## config.mk

```make
export PLATFORM = sky130hd
export DESIGN_NAME = seg7_to_bcd_encoder
export DESIGN_NICKNAME = d
export VERILOG_FILES = /design/src/rtl/seg7_to_bcd_encoder.sv
export SDC_FILE = /design/constraint.sdc
export NUM_CORES = 1
export LEC_CHECK = 0
export CAP_MARGIN = 20
export CORE_ASPECT_RATIO = 0.9
export CORE_MARGIN = 3
export CORE_UTILIZATION = 40
export DETAILED_ROUTE_END_ITERATION = 10
export PLACE_DENSITY_LB_ADDON = 0.05
export SLEW_MARGIN = 20
export SYNTH_ARGS = -nofsm -noshare
export SYNTH_HDL_FRONTEND = slang
export SYNTH_SLANG_ARGS = --single-unit
export TNS_END_PERCENT = 100
```

## constraint.sdc

```tcl
create_clock -name CLOCK_50 -period 3.5 [get_ports CLOCK_50]
set_input_delay 0.35 -clock CLOCK_50 [delete_from_list [all_inputs] [get_ports CLOCK_50]]
set_output_delay 0.35 -clock CLOCK_50 [all_outputs]
set_load 0.05 [all_outputs]
```

## src/rtl/seg7_to_bcd_encoder.sv

```systemverilog
// seg7_to_bcd_encoder
// Reads an active-low 7-segment bus, waits for a stable pattern and emits the
// BCD digit it displays on a valid/ready output. Each distinct pattern is
// reported once. The error glyph and unknown patterns get their own flags.
// Unknown patterns that the consumer accepts are counted, and the count saturates.
module seg7_to_bcd_encoder #(
  parameter int STABLE_CYCLES = 4,
  parameter int CNT_W         = 8
) (
  input  logic             CLOCK_50,
  input  logic             RESET_N,
  input  logic [0:6]       SEG_IN,
  input  logic             OUT_READY,
  output logic             OUT_VALID,
  output logic [3:0]       BCD,
  output logic             ERR_GLYPH,
  output logic             INVALID,
  output logic [CNT_W-1:0] INVALID_CNT,
  output logic             BUSY
);

  // The stability counter only has to reach STABLE_CYCLES-1.
  localparam int STAB_W = (STABLE_CYCLES > 2) ? $clog2(STABLE_CYCLES) : 1;
  localparam logic [STAB_W-1:0] STAB_LAST = STAB_W'(STABLE_CYCLES - 1);
  localparam logic [STAB_W-1:0] STAB_ONE  = STAB_W'(1);
  localparam logic [0:6]        BLANK     = 7'b1111111;
  localparam logic [CNT_W-1:0]  CNT_MAX   = '1;

  typedef enum logic [1:0] {
    S_IDLE   = 2'd0,
    S_SETTLE = 2'd1,
    S_EMIT   = 2'd2
  } state_t;

  // Table lookup: returns {bcd[3:0], err_glyph, invalid}.
  // The blank pattern falls into the default branch, but it never reaches an
  // emit because the FSM filters it out first.
  function automatic logic [5:0] encode(input logic [0:6] pat);
    logic [5:0] r;
    case (pat)
      7'b0000001: r = {4'h0, 1'b0, 1'b0};
      7'b1001111: r = {4'h1, 1'b0, 1'b0};
      7'b0010010: r = {4'h2, 1'b0, 1'b0};
      7'b0000110: r = {4'h3, 1'b0, 1'b0};
      7'b1001100: r = {4'h4, 1'b0, 1'b0};
      7'b0100100: r = {4'h5, 1'b0, 1'b0};
      7'b0100000: r = {4'h6, 1'b0, 1'b0};
      7'b0001111: r = {4'h7, 1'b0, 1'b0};
      7'b0000000: r = {4'h8, 1'b0, 1'b0};
      7'b0000100: r = {4'h9, 1'b0, 1'b0};
      7'b0101010: r = {4'hE, 1'b1, 1'b0};
      default:    r = {4'hF, 1'b0, 1'b1};
    endcase
    return r;
  endfunction

  state_t            state_q, state_d;
  logic [0:6]        sync1_q, sync1_d;
  logic [0:6]        sync2_q, sync2_d;
  logic [0:6]        cand_q, cand_d;
  logic [0:6]        last_q, last_d;
  logic [STAB_W-1:0] cnt_q, cnt_d;
  logic              valid_q, valid_d;
  logic [3:0]        bcd_q, bcd_d;
  logic              err_q, err_d;
  logic              inv_q, inv_d;
  logic [CNT_W-1:0]  inv_cnt_q, inv_cnt_d;
  logic [5:0]        enc;
  logic [0:6]        s;

  // The FSM only ever looks at the second synchronizer stage.
  assign s   = sync2_q;
  assign enc = encode(cand_q);

  // Next-state logic: synchronizer shift, stability tracking and the output handshake.
  always_comb begin
    state_d   = state_q;
    sync1_d   = SEG_IN;
    sync2_d   = sync1_q;
    cand_d    = cand_q;
    last_d    = last_q;
    cnt_d     = cnt_q;
    valid_d   = valid_q;
    bcd_d     = bcd_q;
    err_d     = err_q;
    inv_d     = inv_q;
    inv_cnt_d = inv_cnt_q;

    case (state_q)
      S_IDLE: begin
        // Only a change relative to the last reported pattern wakes the FSM.
        if (s != last_q) begin
          state_d = S_SETTLE;
          cand_d  = s;
          cnt_d   = STAB_ONE;
        end
      end

      S_SETTLE: begin
        if (s != cand_q) begin
          // The pattern moved before it settled, so start counting again.
          cand_d = s;
          cnt_d  = STAB_ONE;
        end else if (cnt_q == STAB_LAST) begin
          if (cand_q == BLANK) begin
            // A blank is remembered so that the same digit can be reported again, but blank itself is never reported.
            last_d  = BLANK;
            state_d = S_IDLE;
          end else begin
            {bcd_d, err_d, inv_d} = enc;
            valid_d = 1'b1;
            state_d = S_EMIT;
          end
        end else begin
          cnt_d = cnt_q + STAB_ONE;
        end
      end

      S_EMIT: begin
        // The result fields stay frozen here. SEG_IN movement is picked up later by the IDLE compare.
        if (OUT_READY) begin
          valid_d = 1'b0;
          last_d  = cand_q;
          if (inv_q && (inv_cnt_q != CNT_MAX)) begin
            inv_cnt_d = inv_cnt_q + 1'b1;
          end
          state_d = S_IDLE;
        end
      end

      default: begin
        state_d = S_IDLE;
        valid_d = 1'b0;
      end
    endcase
  end

  // State register. The asynchronous reset clears any pending result.
  always_ff @(posedge CLOCK_50 or negedge RESET_N) begin
    if (!RESET_N) begin
      state_q   <= S_IDLE;
      sync1_q   <= BLANK;
      sync2_q   <= BLANK;
      cand_q    <= BLANK;
      last_q    <= BLANK;
      cnt_q     <= '0;
      valid_q   <= 1'b0;
      bcd_q     <= 4'h0;
      err_q     <= 1'b0;
      inv_q     <= 1'b0;
      inv_cnt_q <= '0;
    end else begin
      state_q   <= state_d;
      sync1_q   <= sync1_d;
      sync2_q   <= sync2_d;
      cand_q    <= cand_d;
      last_q    <= last_d;
      cnt_q     <= cnt_d;
      valid_q   <= valid_d;
      bcd_q     <= bcd_d;
      err_q     <= err_d;
      inv_q     <= inv_d;
      inv_cnt_q <= inv_cnt_d;
    end
  end

  assign OUT_VALID   = valid_q;
  assign BCD         = bcd_q;
  assign ERR_GLYPH   = err_q;
  assign INVALID     = inv_q;
  assign INVALID_CNT = inv_cnt_q;
  assign BUSY        = (state_q != S_IDLE);

endmodule

```

[Yosys cells after proc, flatten, opt, wreduce, memory -nomap -nowiden]
Index checks and enable logic that the tools add are counted.
Storage, ports and cells
  bits in registers: 47
  logic and storage cells: 77
Cells by class
  $add $sub $neg: 2
  eq/ne operators: 25
  multiplexer cells: 23
  bitwise gates (word level): 3
  reductions and logical operators: 13
Operator list (count)
  one-hot mux 6 bit (11 select lines): 1
  two-way mux 7 bit: 6
  one-hot mux 7 bit (2 select lines): 2
  == test 7 x 6 -> 1 bit (second input constant): 3
  == test 7 bit (second input constant): 3
  == test 7 x 3 -> 1 bit (second input constant): 2
  two-way mux 2 bit: 7
  inequality test 2 bit (second input constant): 7
  inequality test 7 bit: 2
  AND reduction 5 bit: 2
  AND reduction 3 bit: 3
  adder 8 x 1 -> 8 bit (second input constant): 1
  inequality test 8 bit (second input constant): 1
  AND reduction 4 bit: 2
  == test 7 x 1 -> 1 bit (second input constant): 1
  == test 7 x 4 -> 1 bit (second input constant): 1
  == test 7 x 5 -> 1 bit (second input constant): 1
  zero test 7 bit: 1
  one-hot mux 2 bit (3 select lines): 1
  nonzero test 2 bit: 3
  == test 2 bit (second input constant): 2
  two-way mux 1 bit: 4
  one-hot mux 2 bit (2 select lines): 1
  inequality test 3 bit (second input constant): 1
  other kinds (6): 8

[Depth between registers and ports, before layout]
Gate-level depths: netlist (run 1).
  depth after elaboration: 5
  gate-level depth with buffers: 7

[Worst setup path before layout (run 1)]
No wires, ideal clock.
  kind: register to register
  start: register inv_cnt_q[0] (netlist: INVALID_CNT[0])
  end: register inv_cnt_q[5] (netlist: INVALID_CNT[5])
  setup time: 143 ps
  data arrival time: 1694 ps
  required time: 3357 ps
  setup slack: 1663 ps
  cell stages (with the launch flop): 7
  path buffers: 0
  clock period less this slack: 1837 ps
  path through: dfrtp_1 ha_1 nand3_1 o211ai_1 nor2_1 nand3_1 xnor2_1
On the way
  word-level cells in the longest chain between the ends: 3
  elaborated cells between the ends (all ways): 4
RTL lines
  start: declaration: line 67  | logic [CNT_W-1:0] inv_cnt_q, inv_cnt_d;
  start signal: assignment: line 163  | inv_cnt_q <= inv_cnt_d;
  branches (longest 3 deep; another with adder 8 x 1 -> 8 bit)
Parallel ways; which one is timed is not known.
A chain may end at the register's enable or synchronous reset.

[Worst setup path after layout (run 1)]
  start: register cand_q[3] (netlist bit)
  end: register inv_q (netlist: INVALID)
On the way
  word-level cells in the longest chain between the ends: 3
  elaborated cells between the ends (all ways): 17
RTL lines
  start: declaration: line 60  | logic [0:6] cand_q, cand_d;
  start signal: assignment: line 156  | cand_q <= cand_d;
  branches (longest 3 deep; another with one-hot mux 6 bit (11 select lines))
  end signal: assignment: line 162  | inv_q <= inv_d;
  end: declaration: line 66  | logic inv_q, inv_d;
Parallel ways; which one is timed is not known.

==> results of run 1 <==
==> layout by cell type (no fill, tap or decap), types with 2 or more instances in the layout <==
cell type / count
a21o_2: 2
a21oi_1: 9
a31oi_1: 2
a41oi_1: 7
and4b_1: 2
buf_4: 2
clkbuf_8: 5
clkdlybuf4s50_1: 24
clkinv_4: 2
dfrtp_1: 19
dfstp_2: 28
ha_1: 2
inv_1: 10
mux2_1: 3
mux2_2: 7
nand2_1: 9
nand3_1: 5
nand4_1: 6
nor2_1: 7
nor3_1: 2
nor4_1: 2
nor4_4: 2
o211ai_1: 2
o21ai_0: 3
o22a_1: 3
xnor2_1: 11
xnor2_2: 4
xor2_1: 8
==> worst max-delay path: stages, from the launching register on <==
cell and delay (ns):
dfstp_2 0.71, xnor2_2 0.16, nand4_2 0.20, nor4b_4 0.68
mux2_2 0.41
==> metal layers <==
layer,track usage,wire [microns],vias to the layer above
met3,0.0399,189,8
met2,0.205,1890,28
met4,0.0514,74,0
met1,0.204,2170,710
met5,0,0,-
li1,-,-,721
==> final timing paths <==
kind                       depth (start not counted)                         end                   from
hold / removal                                     1  INVALID_CNT[0]$_DFFE_PN0P_                RESET_N
setup reg to reg                                   4         INVALID$_DFFE_PN0P_  cand_q[3]$_DFFE_PN1P_
setup / recovery                                   4         INVALID$_DFFE_PN0P_  cand_q[3]$_DFFE_PN1P_
max in group asynchronous                          1          BCD[1]$_DFFE_PN0P_                RESET_N
min in group CLOCK_50                              0              s[2]$_DFF_PN1_   sync1_q[2]$_DFF_PN1_
hold reg to reg                                    0              s[2]$_DFF_PN1_   sync1_q[2]$_DFF_PN1_
==> state kept, by name, indices dropped and copies added (netlist names) <==
signal / count
cand_q: 7
s: 7
BCD: 4
OUT_VALID: 1
state_q: 2
INVALID: 1
last_q: 7
INVALID_CNT: 8
sync1_q: 7
ERR_GLYPH: 1
cnt_q: 2
==> stage by stage <==
stage | instance area [sq um] | util | hold WS, ns
after global placement | 2560 | 0.473 | 0.346
after floorplan | 2320 | - | 0.0544
final | 2650 | 0.490 | 0.0502
after global routing | 2650 | 0.490 | 0.0929
after CTS | 2650 | 0.489 | 0.259
after detailed placement | 2560 | 0.473 | 0.347
==> layout make-up <==
class                   instances  share of cell area
clock buffers                   6              0.0274
multi-input cells             120               0.367
inverters                      10              0.0142
flip-flops and latches         47               0.457
clock inverters                 2             0.00661
repair buffers                 26              0.0963
well taps                      67              0.0316
==> logic make-up after synthesis <==
logic type,after synthesis,share of synthesized area
flip-flops,47,0.522
AND/OR/NAND/NOR,49,0.145
adder cells (fa/ha/maj),2,0.0108
buffers and inverters,20,0.0577
XOR/XNOR,23,0.0998
AO/OA/AOI/OAI,35,0.112
multiplexers,11,0.0529
==> power by group through the flow <==
stage / Sequential (uW) / Clock, uW / Combinational (uW)
2_1_floorplan: 591 / 0 / 66.5
3_3_place_gp: 603 / 0 / 82.2
3_5_place_dp: 603 / 0 / 82.9
4_1_cts: 594 / 342 / 83.2
5_1_grt: 598 / 361 / 90.9
6_report: 594 / 327 / 82.3
==> impl_results.md, run 1 <==
- Syn Nets: between 150 and 200
- Worst relative slew slack: 0.562
- Leakage: about 0.0011 uW
- Core area: between 0.005 and 0.006 sq mm
- DRT Pass-1 Iters: 5
- Synth area leaders: dfstp_2 (32%), dfrtp_1 (21%), xnor2_1 (4.2%)
- Final Hold Viols: 0
- Port buffer count: 25
- Clock power share: 0.326
- Die area: 0.00675 sq mm
- Detail Route Antenna Nets: 0
- Rows: 25
- Syn avg cell area: 12.4 sq um
- Synthesized area: 0.00232 sq mm
- Psw: 253 uW
- Async set-reset flop share out of synthesis: 1.00
- Vias in the first global route: ~1500
- Global-route wire length before repair: 7.46 mm
- Routed WL per cell: 15.6 microns
- Max-slew violations: 0
- Worst setup SP type: flop
- Fraction of layout cells with a size suffix above 1: 0.303
- Area share of the largest cell type after synthesis: 0.317
- Largest net degree at the start of global routing: 48
- WS Path Type: reg -> reg
- Initial antenna violation count: 0
- Post-CTS Hold Fix Bufs: 0
- Skew final: 0.0125 ns
- Register area: 0.00121 sq mm
- GRT Overall Usage: 0.142
- Final worst setup slack: 1.24 ns
- Post-synth EDFFs: 0
- Placed Cells: 270
- Period utilisation layout: 0.645
- FF+latch count, synth: 47
- Die Span Y: between 70 and 80 microns
- FF-to-FF setup slack: 1.24 ns
- Peak VDD IR: about 0.24 mV
- Ports: 26
- Net Sw Frac: 0.252
- RD Place Congestion: ~0.84
- Post-synth top flop: dfstp_2
- Initial Util: 0.428
- Post-DP HPWL: 3.15 mm
- Iter 0 DRT Violations: between 50 and 60
- Comb pwr share: 0.082
- CTS root buf: clkbuf_8
- Die X-Extent: 86.3 microns
- Reg clk slew, reported paths: 0.09 ns
- Sequential-to-total area share from yosys stat: 0.522
- RSZ-0062 raised after global routing: false
- Top cell type by total area after synthesis: dfstp_2
- Sequential Power Share: 0.592
- WP data required: 3.68 ns
- Net count of the finished layout: 222
- Total CTS buffers: 5
- Clock Sinks: between 40 and 50
- CP arrival: 2.44 ns
- Detailed-route DRC error count: 0
- Post-CTS Setup Repair Bufs: 0
- TritonCTS clock tree: done
- P_int: ~750 uW
- Synth top cells by count: dfstp_2 (28), dfrtp_1 (19), xnor2_1 (11)
- Crit. End Element: flop
- Count of cell types in the netlist: between 40 and 50
- Status: finished clean
- Number of max-cap violations: 0
- Area growth, synth to finish: 14.4%
- Syn Inst Count: 187
- Cell with the most instances after synthesis: dfstp_2
- Crit-path max FO: 14
- H-tree depth: 2
- Clock Path Buffers: 2
- Congestion Overflow GR: 0
- Setup WS pre-CTS: 1.27 ns
- Worst slew pin tran: 0.655 ns
- Pwr Density: between 300 and 400 mW/mm^2
- Yosys warns: 0
- Post-CTS sizing: 0
- # diodes: 0
- Final setup TNS: 0 ns
- Total power: about 1000 uW
- Vias/cell: 5.28
- Vias: 1467
- Tmin final: between 2 and 2.5 ns
- Worst hold path class: in -> async
- Fill cells: around 500
- FMAX: 443 MHz
- Final Setup Violations: 0
- Worst-Skew Late Latency: 0.30 ns
- Area occupied by multi-input gates: 973 sq um
- Post-Route WL: 4.33 mm
- Non-filler cells, final: between 200 and 300
(Power assumes the default switching activity.)
==> inputs of run 2 (changes only) <==
Clock period 3.5 ns to 1.8 ns, I/O delays scaled along.
==> run 2 against run 1 <==
The run now ends with setup timing left. Count of clock-buffer cells in the layout decreased by 1. Clock power grew 100%. Die area unchanged.
==> impl_results.md, run 2 (synthesis gave the netlist of run 1 again) <==
- Status: finished, violations left
- Failing checks: setup timing
- Die X-Extent: 86.3 microns (unchanged)
- Routed WL per cell: 17.0 microns (+8.9%)
- Max-slew violations: 0 (unchanged)
- Fill cells: 448 (-9.3%)
- Worst slew pin tran: 0.501 ns (-0.154 ns)
- RD Place Congestion: 0.818 (-2.3%)
- Worst-Skew Late Latency: 0.30 ns (about the same)
- H-tree depth: 2 (unchanged)
- Die area: 0.00675 sq mm (unchanged)
- Rows: 25 (unchanged)
- Non-filler cells, final: 321 (+15%)
- Clock Sinks: 47 (unchanged)
- CTS root buf: clkbuf_8
- Initial antenna violation count: 0 (unchanged)
- Tmin final: 1.84 ns (-0.416 ns)
- Detailed-route DRC error count: 0 (unchanged)
- Initial Util: 0.428 (unchanged)
- Number of flip-flops under the largest register name: 8 (unchanged)
- Post-DP HPWL: 3.68 mm (+17%)
- Detail Route Antenna Nets: 0 (unchanged)
- # diodes: 0 (unchanged)
- Port buffer count: 25 (unchanged)
- Crit-path max FO: 10 (-4)
- Iter 0 DRT Violations: 99 (+71%)
- Period utilisation layout: 1.02 (+0.378)
- Vias: 1713 (+17%)
- Register area: 0.00121 sq mm (+0.21%)
- Vias/cell: 5.34 (+1.1%)
- Clock Path Buffers: 2 (unchanged)
- Core area: 0.00541 sq mm (unchanged)
- TritonCTS clock tree: done
- Final Setup Violations: 5 (+5)
- Peak VDD IR: 0.567 mV (+140%)
- CP arrival: 2.03 ns (-0.41 ns)
- Congestion Overflow GR: 0 (unchanged)
- FMAX: 543 MHz (+23%)
- Finished layout cell area: 0.00316 sq mm (+19%)
- Final setup TNS: -0.113 ns (-0.113 ns)
- Worst hold path class: in -> reg
- Final worst setup slack: -0.0426 ns (-1.28 ns)
- Global-route wire length before repair: 9.11 mm (+22%)
- Crit. End Element: flop
- Post-layout util: 0.585 (+0.0946)
- Ports: 26 (unchanged)
- Worst reg2reg path depth: 7 (+3)
- Setup WS pre-CTS: -0.144 ns (-1.41 ns)
- Post-Route WL: 5.44 mm (+26%)
- Largest net degree at the start of global routing: 28 (-42%)
- Placed Area: 0.00276 sq mm (+8.0%)
- WS Path Type: reg -> reg
- Area occupied by multi-input gates: 0.00111 sq mm (+14%)
- RSZ-0062 raised after global routing: true
- Reg clk slew, reported paths: 0.09 ns (about the same)
- Total CTS buffers: 5 (unchanged)
- Net count of the finished layout: 265 (+19%)
- WP data required: 1.99 ns (-1.69 ns)
- Commonest non-fill, non-tap cell in the layout: buf_4
- Number of max-cap violations: 0 (unchanged)
- DRT Pass-1 Iters: 4 (-1)
- Placed Cells: 294 (+8.9%)
- GRT Overall Usage: 0.170 (+0.0280)
- Final Hold Viols: 0 (unchanged)
- Worst setup SP type: flop
- Skew final: 0.00482 ns (-0.00772 ns)
- Worst relative slew slack: 0.665 (+0.104)
- Vias in the first global route: 1824 (+26%)
- Die Span Y: 78.2 microns (unchanged)
- Pwr Density: 656 mW/mm^2 (+73%)
- Leakage: 0.00136 uW (+29%)
- Most frequent cells in the layout: buf_4 (36), dfstp_2 (28), clkdlybuf4s50_1 (21)
- Fraction of layout cells with a size suffix above 1: 0.484 (+0.181)
- Area growth, synth to finish: 36.4%
- Cells on Worst Hold Path: 1
==> run 2: cell count changes in the layout (fill, tap and decap cells not counted), sizes merged <==
cell,previous run,this run
dlymetal6s2s,0,2
clkbuf,6,5
inv,10,11
buf,2,45
clkdlybuf4s50,24,21
dlygate4sd3,0,1
==> run 2: final timing paths <==
check | startpoint | to | slack, ns
min reg2reg | sync1_q[1]$_DFF_PN1_ | s[1]$_DFF_PN1_ | 0.36
max reg2reg | cand_q[3]$_DFFE_PN1P_ | INVALID$_DFFE_PN0P_ | -0.04
max | cand_q[3]$_DFFE_PN1P_ | INVALID$_DFFE_PN0P_ | -0.04
min | SEG_IN[1] | sync1_q[1]$_DFF_PN1_ | 0.27
max in group asynchronous | RESET_N | sync1_q[4]$_DFF_PN1_ | 0.74
min in group asynchronous | RESET_N | BCD[1]$_DFFE_PN0P_ | 0.34
==> run 2: what timing repair did <==
| item | 4_1_cts | 5_1_grt |
|---|---|---|
| hold endpoints to repair | 8 | 0 |
| gates resized for setup | 11 | 23 |
| gates cloned | 1 | 0 |
| hold buffers | 1 | 0 |
| setup endpoints to repair | 21 | 26 |
| pin swaps | 10 | 12 |
| setup buffers | 12 | 5 |
==> run 2: cell type report <==
| type | count | share of cell area |
|---|---|---|
| Clock buffer | 5 | 0.0218 |
| Clock inverter | 3 | 0.00712 |
| Inverter | 10 | 0.0119 |
| Multi-Input combinational cell | 120 | 0.350 |
| Sequential cell | 47 | 0.384 |
| Tap cell | 67 | 0.0265 |
| Timing Repair Buffer | 69 | 0.199 |
==> run 2: per-stage QoR <==
step	hold slack, ns	total power (uW)
2_1_floorplan	-0.116	1280
3_3_place_gp	0.138	1380
3_5_place_dp	0.151	1380
4_1_cts	0.268	2060
5_1_grt	0.254	2180
6_report	0.273	2080
==> run 2: where the power goes <==
part / leakage (uW) / switching, uW / total (uW) / internal [uW]
Combinational: 0.000771 / 143 / 286 / 142
Clock: 0.0000485 / 374 / 653 / 279
Sequential: 0.000545 / 29.8 / 1140 / 1110
Total: 0.00136 / 547 / 2080 / 1530
==> run 2: per-layer routing <==
metal  vias up  GRT usage  wire, microns
met5         -          0              0
met4         0     0.0467             87
met3         8     0.0283            140
met2        30      0.278           2640
met1       874      0.234           2580
li1        801          -              -
==> run 2: worst max-delay path, stage by stage, from the launching register on <==
cell	delay, ns
dfstp_2	0.60
buf_4	0.20
and4b_1	0.21
o211ai_1	0.10
buf_4	0.17
o311ai_4	0.09
nor2_4	0.09
mux2_4	0.26
